### src/rtl/chase_pkg.sv
`default_nettype none
// ---------------------------------------------------------------------------
// chase_pkg : shared constants and debounce state encoding for the LED chaser
// Rev 1.0
// ---------------------------------------------------------------------------
package chase_pkg;

  localparam int DIV_BASE_DEF  = 100_000;
  localparam int DB_CYCLES_DEF = 1_000_000;

  typedef enum logic [1:0] {
    IDLE       = 2'd0,
    DB_PRESS   = 2'd1,
    HELD       = 2'd2,
    DB_RELEASE = 2'd3
  } db_state_t;

  // Counter width for a modulus of n, never narrower than one bit.
  function automatic int cnt_width(input int n);
    return (n > 1) ? $clog2(n) : 1;
  endfunction

endpackage
`default_nettype wire

### src/rtl/chase_debounce.sv
`default_nettype none
// ---------------------------------------------------------------------------
// chase_debounce : 2-flop synchronizer plus press/release debounce FSM
// Rev 1.0
// ---------------------------------------------------------------------------
module chase_debounce
  import chase_pkg::*;
#(
  parameter int DB_CYCLES = DB_CYCLES_DEF
) (
  input  logic clk,
  input  logic reset,
  input  logic btn,
  output logic press
);

  localparam int DB_W = cnt_width(DB_CYCLES);
  localparam logic [DB_W-1:0] DB_LAST = DB_W'(DB_CYCLES - 1);
  localparam logic [DB_W-1:0] DB_ONE  = DB_W'(1);

  logic            sync_meta;
  logic            sync;
  db_state_t       state;
  db_state_t       state_nxt;
  logic [DB_W-1:0] db_cnt;
  logic [DB_W-1:0] db_cnt_nxt;
  logic            press_nxt;

  always_ff @(posedge clk or negedge reset) begin
    if (!reset) begin
      sync_meta <= 1'b0;
      sync      <= 1'b0;
    end else begin
      sync_meta <= btn;
      sync      <= sync_meta;
    end
  end

  always_ff @(posedge clk or negedge reset) begin
    if (!reset) begin
      state  <= IDLE;
      db_cnt <= '0;
      press  <= 1'b0;
    end else begin
      state  <= state_nxt;
      db_cnt <= db_cnt_nxt;
      press  <= press_nxt;
    end
  end

  always_comb begin
    state_nxt  = state;
    db_cnt_nxt = db_cnt;
    press_nxt  = 1'b0;
    case (state)
      IDLE: begin
        if (sync) begin
          state_nxt  = DB_PRESS;
          db_cnt_nxt = '0;
        end
      end
      DB_PRESS: begin
        if (!sync) begin
          state_nxt  = IDLE;
          db_cnt_nxt = '0;
        end else if (db_cnt == DB_LAST) begin
          // The strobe is registered alongside the move to HELD, so it is
          // high in exactly the cycle the FSM first sits in HELD.
          state_nxt  = HELD;
          db_cnt_nxt = '0;
          press_nxt  = 1'b1;
        end else begin
          db_cnt_nxt = db_cnt + DB_ONE;
        end
      end
      HELD: begin
        if (!sync) begin
          state_nxt  = DB_RELEASE;
          db_cnt_nxt = '0;
        end
      end
      DB_RELEASE: begin
        if (sync) begin
          state_nxt  = HELD;
          db_cnt_nxt = '0;
        end else if (db_cnt == DB_LAST) begin
          state_nxt  = IDLE;
          db_cnt_nxt = '0;
        end else begin
          db_cnt_nxt = db_cnt + DB_ONE;
        end
      end
      default: begin
        state_nxt  = IDLE;
        db_cnt_nxt = '0;
      end
    endcase
  end

endmodule
`default_nettype wire

### src/rtl/chase_tick_ctrl.sv
`default_nettype none
// ---------------------------------------------------------------------------
// chase_tick_ctrl : chase-speed prescaler with debounced stop/run toggle
// Rev 1.0
// ---------------------------------------------------------------------------
module chase_tick_ctrl
  import chase_pkg::*;
#(
  parameter int DIV_BASE  = DIV_BASE_DEF,
  parameter int DB_CYCLES = DB_CYCLES_DEF
) (
  input  logic       clk,
  input  logic       reset,
  input  logic       btn_stop,
  input  logic [3:0] speed_sel,
  output logic       m_tick,
  output logic       stop,
  output logic       press
);

  localparam int TW = cnt_width(16 * DIV_BASE);
  localparam logic [TW-1:0] BASE     = TW'(DIV_BASE);
  localparam logic [TW-1:0] BASE_M1  = TW'(DIV_BASE - 1);
  localparam logic [TW-1:0] TICK_ONE = TW'(1);

  logic [TW-1:0] tick_cnt;
  logic [TW-1:0] period_m1;
  logic          tick_hit;

  chase_debounce #(
    .DB_CYCLES(DB_CYCLES)
  ) u_debounce (
    .clk  (clk),
    .reset(reset),
    .btn  (btn_stop),
    .press(press)
  );

  // P-1 = speed_sel*DIV_BASE + (DIV_BASE-1) tops out at 16*DIV_BASE-1,
  // so it always fits in TW bits without an intermediate carry bit.
  assign period_m1 = TW'(speed_sel) * BASE + BASE_M1;
  assign tick_hit  = (tick_cnt >= period_m1);

  // m_tick is registered: the compare made in a cycle (against the live
  // speed_sel) produces the strobe on the following edge, together with the
  // counter wrap. A press in that same cycle does not mask it, since stop
  // itself only flips on that edge.
  always_ff @(posedge clk or negedge reset) begin
    if (!reset) begin
      tick_cnt <= '0;
      m_tick   <= 1'b0;
      stop     <= 1'b0;
    end else begin
      if (press) begin
        stop <= ~stop;
      end
      if (stop) begin
        m_tick <= 1'b0;
      end else if (tick_hit) begin
        m_tick   <= 1'b1;
        tick_cnt <= '0;
      end else begin
        m_tick   <= 1'b0;
        tick_cnt <= tick_cnt + TICK_ONE;
      end
    end
  end

endmodule
`default_nettype wire

### config.mk
export PLATFORM = sky130hd
export DESIGN_NAME = chase_tick_ctrl
export DESIGN_NICKNAME = d
export VERILOG_FILES = /design/src/rtl/chase_pkg.sv /design/src/rtl/chase_debounce.sv /design/src/rtl/chase_tick_ctrl.sv
export SDC_FILE = /design/constraint.sdc
export NUM_CORES = 1
export LEC_CHECK = 0
export CORE_ASPECT_RATIO = 0.6
export CORE_MARGIN = 3
export CORE_UTILIZATION = 40
export CTS_CLUSTER_SIZE = 8
export DETAILED_ROUTE_END_ITERATION = 8
export HOLD_SLACK_MARGIN = 0.06
export SYNTH_ARGS = -nofsm -noshare
export SYNTH_HDL_FRONTEND = slang
export SYNTH_SLANG_ARGS = --single-unit
### constraint.sdc
create_clock -name clk -period 2.5 [get_ports clk]
set_clock_uncertainty 0.05 [all_clocks]
set_input_delay 0.5 -clock clk [delete_from_list [all_inputs] [get_ports clk]]
set_output_delay 0.5 -clock clk [all_outputs]
set_load 0.02 [all_outputs]
[Word-level counts from Yosys, hierarchy flattened]
Cells that the tools add are included.
Storage, ports and cells
  register bits: 48
  output and inout port bits: 3
  word-level logic and storage cells: 44
Cells by class
  add/sub/neg operators: 3
  multipliers: 1
  order comparisons: 1
  equality and inequality tests: 8
  mux-type cells: 19
  bitwise logic cells: 1
  reductions and logical operators: 3
Operators with widths (number)
  $mux W20: 5
  $pmux W20 S4: 1
  $add A21 B1 Y21 const B: 1
  $add A21 B17 Y21 const B: 1
  $ge A21 B21 Y1: 1
  $mux W21: 1
  $add A20 B1 Y20 const B: 1
  $eq A20 B20 Y1 const B: 1
  $mul A4 B12 Y16 const B: 1
  $mux W2: 6
  $pmux W2 S4: 1
  $mux W1: 5
  $eq A2 B2 Y1 const B: 2
  $reduce_and A4 Y1: 1
  $ne A3 B1 Y1 const B: 1
  $ne A3 B3 Y1 const B: 1
  $eq A2 B1 Y1 const B: 1
  $logic_not A2 Y1: 1
  $ne A2 B1 Y1 const B: 1
  $ne A2 B2 Y1 const B: 1
  $reduce_and A2 Y1: 1
  $not A1 Y1: 1

[Logic depth before layout (Yosys ltp)]
Gate-level depths: netlist of the first run.
  word-level depth: 5
  gate-level depth with buffers: 21

[Modules after synthesis]
A second synthesis of the first run with hierarchy kept.
Second synthesis, totals
  cells, all modules: 413
  area total of the unflattened synthesis: 3767.4 um^2
By module, submodules not included
  chase_tick_ctrl: times used 1, cells each 273, area each 2397.3 um^2, sequential area each 575.6 um^2
  chase_debounce: times used 1, cells each 140, area each 1370.1 um^2, sequential area each 625.6 um^2

[Worst setup path after synthesis of the first run]
Ideal clock, no wire load.
  path type: input to register
  start: input speed_sel[1]
  end: register tick_cnt[2]
  setup time: 0.066 ns
  arrival time: 4.238 ns
  data required time: 2.384 ns
  slack: -1.854 ns
  cell stages on the path: 20
  path buffers: 0
  cell sequence: ha_1 xor2_1 ha_1 a21o_1 ha_1 a31oi_4 o211ai_2 and2_1 a21o_1 nor3_2 mux2i_1 xnor2_1 ha_1 a21oi_1 nor2b_1 o21ai_0 nand2b_1 or3_1 nor2_4 a22o_1
On the way
  word-level cells in the longest chain between the ends: 4
Ends and longest elaborated chain
  start: declaration: RTL line chase_tick_ctrl.sv:15  | input logic [3:0] speed_sel,
  $mul A4 B12 Y16: RTL line chase_tick_ctrl.sv:41  | assign period_m1 = TW'(speed_sel) * BASE + BASE_M1;
  $add A21 B17 Y21: RTL line chase_tick_ctrl.sv:41
  $ge A21 B21 Y1: RTL line chase_tick_ctrl.sv:42  | assign tick_hit = (tick_cnt >= period_m1);
  $mux W21: RTL line chase_tick_ctrl.sv:59  | end else if (tick_hit) begin
  end signal: assignment: RTL line chase_tick_ctrl.sv:64  | tick_cnt <= tick_cnt + TICK_ONE;
  end: declaration: RTL line chase_tick_ctrl.sv:26  | logic [TW-1:0] tick_cnt;
No other way between the ends.
A chain may end at the register's enable or synchronous reset.

[Worst setup path in the final report of the first run]
  start: input speed_sel[3]
  end: register tick_cnt[7]
The elaborated chain is that of the path after synthesis.

==> impl_metrics.tcl, run 1 <==
set metrics [dict create \
    outcome "finished with violations" \
    violations "setup timing" \
    pre_cts_ws_ps -2430 \
    relSlewSlack 0.336 \
    drtIter0Drc 221 \
    layout.nets 507 \
    grt_pass1_vias 2898 \
    synthFlopType "dfrtp_1" \
    crit_chain "buf_12, ha_4, xor2_2, ha_2, a21o_1, ha_4, buf_4, a21oi_2, o211a_4, or3_1, a21oi_1, o21ai_2, buf_4, xor2_1, ha_1, nand4_1, a211oi_2, nor3_4, buf_6, a21o_1, a22o_1" \
    synth_area_leaders "dfrtp_1, ha_1, xor2_1, nor2_1, xnor2_1" \
    antenna_found_initial 0 \
    power_frac_seq 0.320 \
    clk_latency_ps 290 \
    place_congestion 0.849 \
    drv_cap 0 \
    final_common_cell "buf_4" \
    layout_common_cells "buf_4, dfrtp_1, nor2_1" \
    use_met3 0.0370 \
    fin_crit_ps 4220 \
    busiest_layer "met1" \
    syn_area_sq_um 3570 \
    pwr-share-comb 0.492 \
    cp.depth 21 \
    power_frac_clock 0.188 \
    ys_seq_elements 48 \
    initial_core_util 0.416 \
    startpoint_type "input pin" \
    yosysUniqueCellTypes 57 \
    async_reset_ff_frac 1.00 \
    tns_ps -36550 \
    ios 10 \
    fin_crit_sh 1.69 \
    overflow 0 \
    whs_ps 146 \
    cts_root_buf "clkbuf_16" \
    htreeDepth 2 \
    critPathLaunch "speed_sel[3]" \
    rsz0062_at_grt "true" \
    gr-usage-met1 0.280 \
    syn_nets 433 \
    viasPerCell 5.44 \
    cp_num_buf_inv 4 \
    area_delta_synth_final_pct 30.9 \
    core_area_sq_um 8590 \
    cp.arrival_ps 4350 \
    ys_warn_count 0 \
    worst_path_max_delay_cell "or3_1" \
    clockBufferDepth 2 \
    r2r_end "tick_cnt[6]$_DFFE_PN0N_" \
    power_switching_mw 1.22 \
    cp-end-kind "flip-flop" \
    grt_usage 0.179 \
    drive_gt1_frac 0.273 \
    slowest_delay_ps 310 \
    synth.top_cell.area_share 0.336 \
    worst_slew_pin_slew_ps 993 \
    critPathKind "input pin to flip-flop" \
    reg2regPathDepth 8 \
    wl_per_cell_microns 14.9 \
    synth_seq_area_share 0.336 \
    cp_top_family "compound AO/OA/AOI/OAI gates" \
    die_x_microns 128 \
    rr_startpoint "tick_cnt[10]$_DFFE_PN0N_" \
    p_int_mw 2.09 \
    setup.worst_path.end "tick_cnt[7]$_DFFE_PN0N_" \
    routed_wl_microns 8550 \
    synth_edf_count 0 \
    synth_area_leader_cell "dfrtp_1" \
    required_ps 2630 \
    dpl.hpwl_microns 6260 \
    power.leakage_nw 2.12 \
    fp.dieH_microns 79.2 \
    cts_hold_buffers 0 \
    clock-sinks 48 \
    grt_util_met2 0.252 \
    switching_share 0.368 \
    synth.avg_cell_area_sq_um 9.18 \
    port_buffers 9 \
    rrSetupSlack_ps 170 \
    ant_nets 0 \
    total_power_mw 3.30 \
    drc 0 \
    drv_slew 0 \
    grt_first_pass_wirelength_microns 14500 \
    powerDensity_nw_per_um2 707 \
    numCtsBuffers 5 \
    num_rows 26 \
    post-route-util 0.544 \
    fmax_mhz 237 \
    timing.final.ws_setup_ps -1720 \
    syn_inst 389 \
    cts_tree "done" \
    vias 3117 \
    path_max_fanout 6 \
    hold_class "input pin to asynchronous set/reset pin" \
    fp.dieArea_sq_um 10100 \
    ir_drop_mv 0.518 \
    setup_violations 22 \
    n_antenna_cell 0 \
    cts.clk_slew.worst_paths_ps 60 \
    hold_viol 0 \
    firstDrtPassIters 4 \
    grt_max_degree 25 \
]
-- synthesized netlist by cell type (8+ instances only) --
library cell and count:
xor2_1 25, o21ai_0 14, nor2_1 42, o21ai_1 12, ha_1 37, nand2_1 31
xnor2_1 16, inv_1 10, nand3_1 22, a21oi_1 11, nand2b_1 8, nand4_1 11
a22o_1 8, a21o_1 8, dfrtp_1 48, and3_1 9
-- worst min-delay path by stage --
stage	start	to	slack, ps	cells after the start
after CTS	reset	u_debounce.db_cnt[18]$_DFFE_PN0P_	160	1
after floorplan	reset	asynchronous set/reset pin	150	0
after global placement	u_debounce.sync_meta$_DFF_PN0_	u_debounce.sync$_DFF_PN0_	290	0
final	reset	u_debounce.db_cnt[18]$_DFFE_PN0P_	150	1
after global routing	reset	u_debounce.db_cnt[18]$_DFFE_PN0P_	190	1
after detailed placement	u_debounce.sync_meta$_DFF_PN0_	u_debounce.sync$_DFF_PN0_	280	0
-- worst register-to-register path, cell delays in order, from the launching register on --
cell and delay, ps:
dfrtp_1 380, ha_1 310, a21o_1 160, a21o_1 170, a21oi_1 250, a211oi_2 150
or3_4 430, nor2_4 180, a22o_1 180
-- metrics by stage --
stage | instances | area (sq um)
after floorplan | 389 | 3640
after global routing | 573 | 4670
after CTS | 569 | 4580
final | 573 | 4670
after detailed placement | 556 | 4230
after global placement | 556 | 4230
-- layout make-up --
cell class / instances / area [sq um]
fill: 785 / 3920
multi-input combinational: 323 / 2550
sequential: 48 / 1200
timing repair buffer: 75 / 623
tap: 112 / 140
clock buffer: 5 / 125
inverter: 10 / 37.5
-- sequential cells by signal (all words and copies together), names as in the netlist, named ones only --
| register | cells |
|---|---|
| u_debounce.state | 1 |
| u_debounce.db_cnt | 20 |
| m_tick | 1 |
| tick_cnt | 21 |
| u_debounce.sync | 1 |
| u_debounce.sync_meta | 1 |
| u_debounce.press | 1 |
| stop | 1 |
-- layer usage --
layer	routed length, microns	up-vias
li1	-	1561
met4	65	0
met3	234	8
met1	4770	1519
met2	3480	29
met5	0	-
-- power groups by stage --
| stage | Sequential, mW | Clock [mW] | Combinational [mW] |
|---|---|---|---|
| 3_5_place_dp | 1.06 | 0 | 1.35 |
| 6_report | 1.06 | 0.622 | 1.63 |
| 5_1_grt | 1.08 | 0.674 | 1.80 |
| 2_1_floorplan | 1.04 | 0 | 0.855 |
| 3_3_place_gp | 1.06 | 0 | 1.33 |
| 4_1_cts | 1.05 | 0.637 | 1.56 |
-- cells by family after synthesis --
logic type / after synthesis / share of synthesized area
AO/OA/AOI/OAI: 80 / 0.158
XOR/XNOR: 43 / 0.110
adder cells (fa/ha/maj): 37 / 0.130
buffers and inverters: 18 / 0.0221
flip-flops: 48 / 0.336
multiplexers: 2 / 0.00596
AND/OR/NAND/NOR: 161 / 0.238
-- repair_timing --
action,4_1_cts,5_1_grt
hold endpoints to repair,0,0
gates cloned,0,0
endpoints found under the setup margin,22,29
buffers inserted,8,4
pin swaps,30,13
gates resized for setup,50,12
Note: power is estimated with default switching activity, not from simulation.
==> run 2: changes to the inputs <==
--- a/constraint.sdc
+++ b/constraint.sdc
@@ -3,3 +3,3 @@
 set_input_delay 0.5 -clock clk [delete_from_list [all_inputs] [get_ports clk]]
 set_output_delay 0.5 -clock clk [all_outputs]
-set_load 0.02 [all_outputs]
+set_load 0.01 [all_outputs]
==> results of run 2 <==
Same layout as run 1 (identical final DEF). Status: finished with violations: setup timing.
==> variant 1: new RTL, flow settings as in run 1 <==
Set the package constant `DIV_BASE_DEF` to 200_000 (it was 100_000).
--- a/src/rtl/chase_pkg.sv
+++ b/src/rtl/chase_pkg.sv
@@ -6,5 +6,5 @@
 package chase_pkg;
 
-  localparam int DIV_BASE_DEF  = 100_000;
+  localparam int DIV_BASE_DEF  = 200_000;
   localparam int DB_CYCLES_DEF = 1_000_000;
 
Behaviour: same outputs for any inputs over 10 cycles, from zero or initial values and one cycle with reset low; that may be too few to reach the edited logic, so the function may still have changed.
==> variant 1 against run 1 <==
- the flow still finishes with violations (negative setup slack)
- fmax is 3.4% higher
- global-route usage is 2.1 points higher
- setup slack improved by 0.14 ns
- routed wire length rose by 16%
- sequential cell count increased by 1
- area after synthesis is 3.4% higher
- count of clock-buffer cells in the layout unchanged
- design area is 5.6% higher
Power is not compared: it rests on default switching activity, and its combinational part moved more than twofold at a synthesized area within 25%.
==> variant 1: results (changes against run 1) <==
The antenna diode instance count came out at 0 (unchanged). The share of synthesized flip-flops with an asynchronous set or reset is 100.0% (unchanged). The number of different library cells in the post-synthesis netlist is 59 (was 57).

The final setup violation count was 23 (was 22). The number of nets at the end of the flow is 516 (was 507). The largest net degree at the start of global routing came out at 50 (was 25). The via count came out at 3,281 (was 3,117). Most frequent cells after synthesis: dfrtp_1, ha_1, a21oi_1 (was dfrtp_1, nor2_1, ha_1). The post-route worst setup slack came to -1.585 ns (was -1.723 ns). The cell count after synthesis came out at 399 (was 389). Ranking of synthesized cells by area: dfrtp_1, ha_1, xor2_1, a21oi_1, xnor2_1 (was dfrtp_1, ha_1, xor2_1, nor2_1, xnor2_1). The number of buffers created by CTS came out at 5 (unchanged). Violated checks: negative setup slack (unchanged). The layout cell share with drive strength beyond 1 is 31.98% (was 27.33%). The part of the Yosys area used for sequential elements came out at 33.22% (was 33.65%). The destination of the critical timing path is tick_cnt[12]$_DFFE_PN0N_ (was tick_cnt[7]$_DFFE_PN0N_). The total nets after synthesis is 447 (was 433). The number of cells in the finished layout apart from fillers came out at 581 (was 573). The buffer cell driving the clock tree root was clkbuf_16 (unchanged). Status: complete, but fails checks (unchanged). The cell with the biggest individual delay on the critical path is a211o_1 (was or3_1). Biggest registers after layout: tick_cnt (22), u_debounce.db_cnt (20) (was tick_cnt (21), u_debounce.db_cnt (20)). The detailed-routing iteration count for the pre-antenna-repair pass is 5 (was 4). The arrival time at the worst endpoint is 4.24 ns (was 4.35 ns). The worst-margin pin slew came out at 0.8829 ns (was 0.9931 ns). The post-placement cell count is 566 (was 556). The start of the worst register-to-register path is tick_cnt[3]$_DFFE_PN0N_ (was tick_cnt[10]$_DFFE_PN0N_). The worst reg2reg path depth was 6 (was 8).

The aggregate global-route resource usage came out at 20.01% (was 17.86%). The H-tree depth reported by CTS is 2 (unchanged). The delay of the slowest cell on the worst path came out at 0.34 ns (was 0.31 ns). The port buffer count is 9 (unchanged). The half-perimeter wire length of the detailed placement result came out at 7236 um (was 6262 um). The last weighted congestion value of the routability-driven placer was 0.8433 (was 0.8490). The dominant delay contributor by cell family on the critical path is compound AO/OA/AOI/OAI gates (unchanged). The total routed wirelength came out at 9940 um (was 8552 um).

The initial antenna violation count came out at 0 (unchanged). The number of global-route vias before repair is 3,209 (was 2,898). The sum of negative setup slack is -35.88 ns (was -36.55 ns).

The beginning of the critical path is speed_sel[1] (was speed_sel[3]). The flop-to-flop setup slack was 0.24 ns (was 0.17 ns). The fraction of synthesized cell area taken by the top area cell type was 33.22% (was 33.65%).

The wire length of the first global-routing pass came out at 16,440 um (was 14,540 um). The detailed router's first-iteration violation count is 226 (was 221). The endpoint of the lowest-slack register-to-register path is tick_cnt[21]$_DFFE_PN0N_ (was tick_cnt[6]$_DFFE_PN0N_).
## variant 1: cell count changes after synthesis, moves of 4 or more
cell,before,now
a22o_1,8,1
nand2b_1,8,3
nand2_1,31,23
o21bai_1,6,1
a31oi_1,2,7
ha_1,37,41
a21oi_1,11,31
nor2_1,42,23
## variant 1: per-layer routing
metal  track usage, %  routed length, um
met1            31.01               5294
met5                0                  0
met3            4.452                517
met4            4.046                 64
met2            28.11               4063
## variant 1: cell families after synthesis
group                    after synthesis  share of synthesized area, %
AND/OR/NAND/NOR                      135                         19.80
AO/OA/AOI/OAI                        106                         19.46
flip-flops                            49                         33.22
XOR/XNOR                              42                         10.37
adder cells (fa/ha/maj)               41                         13.90
buffers and inverters                 25                         2.949
multiplexers                           1                        0.3051
## variant 1: final cells by class
type                       count  area (sq um)
tap                          112         140.1
sequential                    49          1226
clock inverter                 3         65.06
timing repair buffer          74         619.3
fill                         755          3814
multi-input combinational    325          2713
inverter                      13         48.80
clock buffer                   5         125.1
## variant 1: repair_timing
action / 4_1_cts / 5_1_grt
setup buffers: 7 / 1
gates resized for setup: 51 / 20
pin swaps: 25 / 21
gates cloned: 1 / 0
setup endpoints to repair: 23 / 23
## variant 1: per-stage QoR
step / hold WS, ns / setup slack [ns] / cell area [sq um] / power, mW / utilization (%)
finish: 0.2474 / -1.585 / 4937 / 2.482 / 56.42
global route: 0.2991 / -1.695 / 4937 / 2.620 / 56.42
CTS: 0.2787 / -1.575 / 4831 / 2.438 / 55.20
detailed placement: 0.2926 / -2.397 / 4446 / 1.500 / 50.80
global placement: 0.2819 / -2.169 / 4446 / 1.478 / 50.80
floorplan: 0.1544 / -1.358 / 3844 / 1.210 / -
==> variant 2: new RTL, config.mk and constraints of run 1 <==
Made on the original files. Register the output `press`, with the module's reset; this adds one clock of latency there. The other outputs are not delayed to match. Comments in the files are not updated.
--- a/src/rtl/chase_tick_ctrl.sv
+++ b/src/rtl/chase_tick_ctrl.sv
@@ -24,4 +24,6 @@
   localparam logic [TW-1:0] TICK_ONE = TW'(1);
 
+  logic press_d;
+
   logic [TW-1:0] tick_cnt;
   logic [TW-1:0] period_m1;
@@ -34,5 +36,5 @@
     .reset(reset),
     .btn  (btn_stop),
-    .press(press)
+    .press(press_d)
   );
 
@@ -52,5 +54,5 @@
       stop     <= 1'b0;
     end else begin
-      if (press) begin
+      if (press_d) begin
         stop <= ~stop;
       end
@@ -67,4 +69,12 @@
   end
 
+  always_ff @(posedge clk or negedge reset) begin
+    if (!reset) begin
+      press <= '0;
+    end else begin
+      press <= press_d;
+    end
+  end
+
 endmodule
 `default_nettype wire
Function: no difference found for any inputs over 10 cycles, from zero or initial values and one cycle with reset low; that may be too few to reach the edited logic, so the function may still have changed.
==> variant 2 against run 1 <==
- the flow still finishes with violations (negative setup slack)
- sequential cell count up 1
- routed wire length up 5.2%
- setup slack worse by 0.039 ns
- design area up 3.0%
- total power up 9.8%
- synthesized cell count up 0.26%
- area after synthesis up 0.70%
- die area up 0.66%
- highest routed layer unchanged
==> variant 2: results (changes against run 1) <==
Status: complete, but fails checks (unchanged). Violated checks: negative setup slack (unchanged). Most frequent cells after synthesis: dfrtp_1, nor2_1, ha_1 (unchanged).

The final setup violation count came out at 22 (unchanged). The instance area after placement came to 4293 sq um (was 4230 sq um). The switching power total is 1.294 mW (was 1.215 mW). The worst reg2reg path depth came out at 9 (was 8). The post-placement cell count is 562 (was 556). The half-perimeter wire length of the detailed placement result came to 6608 um (was 6262 um). The flop-to-flop setup slack came out at 0.08 ns (was 0.17 ns). The total combinational power came to 1.67 mW (was 1.63 mW). The part of the Yosys area used for sequential elements is 34.11% (was 33.65%). The largest net degree at the start of global routing was 50 (was 25).

The number of global-route vias before repair is 2,937 (was 2,898). The worst-margin pin slew came out at 0.6235 ns (was 0.9931 ns). The detailed router's first-iteration violation count is 194 (was 221). The layout filler cell count came out at 738 (was 785).

The worst hold-check slack came to 0.2459 ns (was 0.1463 ns). The total nets after synthesis came out at 434 (was 433). The peak fanout along the critical path came out at 7 (was 6). The endpoint of the lowest-slack register-to-register path is tick_cnt[3]$_DFFE_PN0N_ (was tick_cnt[6]$_DFFE_PN0N_).

The arrival time at the worst endpoint came out at 4.45 ns (was 4.35 ns). The total clock network power was 897 uW (was 622 uW). The cell with the biggest individual delay on the critical path was or3_4 (was or3_1). The worst slack after detailed placement came out at -2.509 ns (was -2.434 ns). The post-route worst setup slack is -1.762 ns (was -1.723 ns). Biggest registers after layout: tick_cnt (21), u_debounce.db_cnt (20) (unchanged). The delay of the slowest cell on the worst path came out at 0.43 ns (was 0.31 ns). The layout cell share with drive strength beyond 1 was 27.93% (was 27.33%).

The start of the worst register-to-register path is tick_cnt[7]$_DFFE_PN0N_ (was tick_cnt[10]$_DFFE_PN0N_). The cell count after synthesis is 390 (was 389). The sum of negative setup slack came out at -37.35 ns (was -36.55 ns). The static leakage is 2.183 nW (was 2.119 nW).
[variant 2: worst max-delay path by stage]
stage	start	to	slack (ns)	depth (start not counted)
after detailed placement	speed_sel[1]	tick_cnt[7]$_DFFE_PN0N_	-2.51	20
final	speed_sel[3]	tick_cnt[3]$_DFFE_PN0N_	-1.76	21
after global routing	speed_sel[3]	tick_cnt[10]$_DFFE_PN0N_	-1.95	24
after CTS	speed_sel[3]	tick_cnt[12]$_DFFE_PN0N_	-1.60	22
after global placement	speed_sel[1]	tick_cnt[7]$_DFFE_PN0N_	-2.43	20
after floorplan	speed_sel[1]	tick_cnt[12]$_DFFE_PN0N_	-1.59	20
[variant 2: layer usage]
| metal | up-vias | global-route usage [%] | share of wire [%] |
|---|---|---|---|
| li1 | 1571 | - | - |
| met5 | - | 0 | 0 |
| met2 | 60 | 23.36 | 38 |
| met3 | 10 | 4.144 | 4.5 |
| met4 | 0 | 3.178 | 0.80 |
| met1 | 1495 | 30.52 | 57 |
[variant 2: what timing repair did]
item,4_1_cts,5_1_grt
hold endpoints to repair,0,0
pin swaps,29,32
gates resized for setup,49,13
setup buffers,6,5
endpoints found under the setup margin,22,27
cloned,1,0
[variant 2: logic make-up after synthesis]
group / count (synthesis) / share of synthesized area, %
simple gates: 161 / 23.60
compound gates: 80 / 15.73
flops: 49 / 34.11
xor+xnor: 43 / 10.89
fa+ha+maj: 37 / 12.88
buf+inv: 18 / 2.193
mux: 2 / 0.5917
[variant 2: area by class of cell]
type	count	area, sq um	area share [%]
well taps	112	140.1	2.912
multi-input cells	324	2572	53.46
inverters	10	37.54	0.7800
flip-flops and latches	49	1226	25.48
clock inverters	3	68.82	1.430
repair buffers	78	641.9	13.34
clock buffers	5	125.1	2.600
